File: src/rtl/seg_scan.sv
// rtl/seg_scan.sv - four-digit multiplexed 7-segment scanner with shadow register and dead time
module seg_scan #(
    parameter int SCAN_DIV = 1000,
    parameter int DEAD     = 2
) (
    input  logic       clk,
    input  logic       reset,
    input  logic       en,
    input  logic       disp_on,
    input  logic [3:0] ew_10,
    input  logic [3:0] ew_1,
    input  logic [3:0] sn_10,
    input  logic [3:0] sn_1,
    output logic [3:0] an,
    output logic [6:0] seg
);

    localparam int CW = (SCAN_DIV > 1) ? $clog2(SCAN_DIV) : 1;
    localparam logic [CW-1:0] CNT_LAST = CW'(SCAN_DIV - 1);
    localparam logic [CW-1:0] CNT_DEAD = CW'(DEAD);

    logic [CW-1:0] cnt_q, cnt_d;
    logic [1:0]    idx_q, idx_d;
    logic [15:0]   shadow_q, shadow_d;
    logic [3:0]    an_q, an_d;
    logic [6:0]    seg_q, seg_d;
    logic [3:0]    digit;

    function automatic logic [6:0] decode(input logic [3:0] d);
        logic [6:0] s;
        case (d)
            4'd0:    s = 7'h40;
            4'd1:    s = 7'h79;
            4'd2:    s = 7'h24;
            4'd3:    s = 7'h30;
            4'd4:    s = 7'h19;
            4'd5:    s = 7'h12;
            4'd6:    s = 7'h02;
            4'd7:    s = 7'h78;
            4'd8:    s = 7'h00;
            4'd9:    s = 7'h10;
            default: s = 7'h3F;
        endcase
        return s;
    endfunction

    always_comb begin
        cnt_d    = (cnt_q == CNT_LAST) ? '0 : cnt_q + CW'(1);
        idx_d    = (cnt_q == CNT_LAST) ? idx_q + 2'd1 : idx_q;
        shadow_d = en ? {sn_10, sn_1, ew_10, ew_1} : shadow_q;
        // Display reads the current shadow, so a load takes effect one cycle later.
        digit    = shadow_q[{idx_q, 2'b00} +: 4];
        an_d     = 4'hF;
        seg_d    = 7'h7F;
        if (disp_on && (cnt_q >= CNT_DEAD)) begin
            // Odd positions are tens digits; a zero there is blanked.
            if (!(idx_q[0] && (digit == 4'd0))) begin
                an_d  = ~(4'b0001 << idx_q);
                seg_d = decode(digit);
            end
        end
    end

    always_ff @(posedge clk or negedge reset) begin
        if (!reset) begin
            cnt_q    <= '0;
            idx_q    <= 2'd0;
            shadow_q <= 16'h0000;
            an_q     <= 4'hF;
            seg_q    <= 7'h7F;
        end else begin
            cnt_q    <= cnt_d;
            idx_q    <= idx_d;
            shadow_q <= shadow_d;
            an_q     <= an_d;
            seg_q    <= seg_d;
        end
    end

    assign an  = an_q;
    assign seg = seg_q;

endmodule

File: config.mk
export PLATFORM = sky130hd
export DESIGN_NAME = seg_scan
export DESIGN_NICKNAME = d
export VERILOG_FILES = /design/src/rtl/seg_scan.sv
export SDC_FILE = /design/constraint.sdc
export NUM_CORES = 1
export LEC_CHECK = 0
export ABC_AREA = 1
export CAP_MARGIN = 20
export CORE_ASPECT_RATIO = 0.9
export CORE_MARGIN = 2
export CORE_UTILIZATION = 50
export CTS_CLUSTER_SIZE = 30
export DETAILED_ROUTE_END_ITERATION = 10
export PLACE_DENSITY_LB_ADDON = 0.1
export SLEW_MARGIN = 20
export SYNTH_ARGS = -nofsm -noshare
export SYNTH_HDL_FRONTEND = slang
export SYNTH_SLANG_ARGS = --single-unit
export TNS_END_PERCENT = 20
File: constraint.sdc
create_clock -name clk -period 1.9 [get_ports clk]
set_input_delay 0.285 -clock clk [delete_from_list [all_inputs] [get_ports clk]]
set_output_delay 0.285 -clock clk [all_outputs]
set_load 0.005 [all_outputs]
==> out/metrics.csv <==
metric,value,unit
TNS Setup,0,ns
TritonCTS clock tree,done,
Startpoint Class,flop,
GRT Util Overall,0.169,
RSZ-0062 raised after global routing,no,
Crit path required time,2.10,ns
Slew @ Worst Pin,0.465,ns
first-pass GRT wire length,6.13,mm
worst flop-to-flop path startpoint,idx_q[1]$_DFFE_PN0N_,
register area share after synthesis,0.499,
Post-Synth Adder-Cell Area,0.0694,
Hold Path Class,in2async,
layout cells sized above 1,0.202,
fillcell total,318,
vias in the first global route,1372,
area of the multi-input gates,867,um2
1st-iter DRT viols,73,
Worst IR Drop VDD,0.840,mV
"Primary FF master, synth",dfrtp_1,
top-count cell post-synth,nand2_1,
Starting Density,0.528,
"non-filler cells, final",293,
kind of critical path,reg2reg,
cells after synthesis,210,
# placed instances,284,
status,"complete, no violations",
mux share of post-synthesis cell area,0.0681,
Pwr Density,698,nW/um2
synthesized area,1980,um2
Ys Warns,0,
xor/xnor share of the synthesized area,0.0132,
LEAKAGE,1.12,nW
Row Count,21,
kind of end point of the critical path,flop,
GR Overflow Total,0,
Mean Syn Cell Area,9.45,um2
ys async rst share,1.00,
# DRC,0,
final hold vios,0,
"Setup violations, final",0,
simple-gate share of the synthesized area,0.232,
Core ar.,3760,um2
Design Power,1.70,mW
Register Area,991,um2
die width,70.4,um
Yosys top cell area share,0.353,
drt first pass iters,4,
Wirelength per Cell,11.6,um
nets,277,
Compound-Gate Fraction of Synth Area,0.0542,
largest cells by area after synthesis,"dfrtp_1 35%, dfstp_2 15%, nand2_1 9.3%",
DP Wirelength,2.69,mm
fin crit share,0.891,
I/O Pins,31,
antenna fix cells,0,
Worst-Skew Late Latency,0.28,ns
Critical Path Fanout Max,7,
CTS buffer count,5,
CP startpoint,idx_q[1]$_DFFE_PN0N_,
antenna-violating nets left,0,
Area Overhead vs Synth,22.9,%
WP data arrival,1.89,ns
Worst slew margin,0.690,
cell taking the most area after synthesis,dfrtp_1,
largest net degree at the start of global routing,22,
syn_nets,241,
Yosys cell types,28,
Die Ht,63.8,um
I/O Buffers,30,
Post-synth EDFFs,0,
Yosys reg bits,39,
main combinational cell family by area after synthesis,simple AND/OR/NAND/NOR gates,
MaxCap Viol Count,0,
routed vias/inst,4.87,
via count,1428,
final WL,3.40,mm
Worst-path clk slew,0.07,ns
minimum clock period,1.69,ns
clock root cell,clkbuf_8,
Post-synth top cells,"49 x nand2_1, 28 x dfrtp_1, 20 x inv_1",
Die Area,4490,um2
CTS Sinks,39,
initial antenna violation count,0,
skew final,0.00835,ns
Fmax,0.591,GHz
Final Core Density,0.649,
Final GP Congestion,0.812,
Clock Path Buffers,2,
Final Max Slew Viols,0,
Max H-tree Level,2,
## final cells by class
| cell class | count | area share |
|---|---|---|
| inverter | 23 | 0.0375 |
| clock inverter | 1 | 0.00205 |
| timing repair buffer | 34 | 0.140 |
| multi-input combinational | 143 | 0.356 |
| tap | 46 | 0.0236 |
| sequential | 39 | 0.406 |
| clock buffer | 7 | 0.0354 |
## kinds of logic (layout without fill, tap and decap cells)
logic type | after synthesis | in the layout
AOI/OAI and AO/OA | 18 | 18
xor gates and xnor gates | 3 | 3
adders and majority gates | 11 | 11
buffers and inverters | 28 | 65
DFF | 39 | 39
muxes | 12 | 12
and+or+nand+nor | 99 | 99
## sequential cells by signal, indices dropped and copies added (netlist names)
| register | cells |
|---|---|
| an | 4 |
| cnt_q | 10 |
| idx_q | 2 |
| seg | 7 |
| shadow_q | 16 |
## what timing repair did
action,in CTS,in global routing
hold buffers,1,0
setup endpoints to repair,0,1
hold endpoints to repair,9,0
setup buffers,0,0
resized for setup,0,1
## per-layer routing
layer | routed length [um] | global-route usage | part of all wire
met4 | 32 | 0.0361 | 0.0094
met2 | 1440 | 0.251 | 0.42
met3 | 177 | 0.0457 | 0.052
met5 | 0 | 0 | 0
met1 | 1750 | 0.251 | 0.51
## power breakdown
group          internal, mW  switching, mW
clock network         0.292          0.256
registers             0.893         0.0213
logic                 0.129          0.111
## worst paths after layout
path,endpoint,slack [ns],depth (start not counted)
max,seg[1]$_DFF_PN1_,0.21,11
min,cnt_q[2]$_DFF_PN0_,0.49,2
max reg2reg,seg[1]$_DFF_PN1_,0.21,11
min reg2reg,cnt_q[0]$_DFF_PN0_,0.49,1
max in group asynchronous,idx_q[1]$_DFFE_PN0N_,0.95,3
min in group clk,cnt_q[0]$_DFF_PN0_,0.49,1
## metrics by stage
step	setup slack [ns]	instance area, um2	hold slack, ns
after global routing	0.00828	2440	0.514
after CTS	0.164	2440	0.492
after global placement	0.239	2340	0.262
after detailed placement	0.184	2340	0.268
final	0.208	2440	0.486
after floorplan	0.318	1980	-0.0106
## critical path: stages (launching register included)
cell	delay, ns
dfrtp_2	0.47
inv_2	0.15
nand3_1	0.09
nand2_1	0.13
inv_1	0.10
ha_1	0.21
nand2_1	0.06
inv_1	0.03
nand3_1	0.08
nand2_2	0.08
nor2_4	0.13
nand2_1	0.07
## placed cells by master (no fill, tap or decap), types with 5 or more instances in the layout
| cell | Yosys | layout |
|---|---|---|
| nand2_1 | 49 | 49 |
| clkdlybuf4s50_1 | 0 | 29 |
| dfrtp_1 | 28 | 27 |
| inv_1 | 20 | 20 |
| nor2_1 | 17 | 17 |
| nand3_1 | 14 | 14 |
| mux2_2 | 12 | 12 |
| ha_1 | 11 | 11 |
| dfstp_2 | 11 | 11 |
| o21ai_0 | 10 | 10 |
| clkbuf_8 | 0 | 6 |
| nor3_1 | 5 | 5 |
Power figures use the tool's default switching activity.
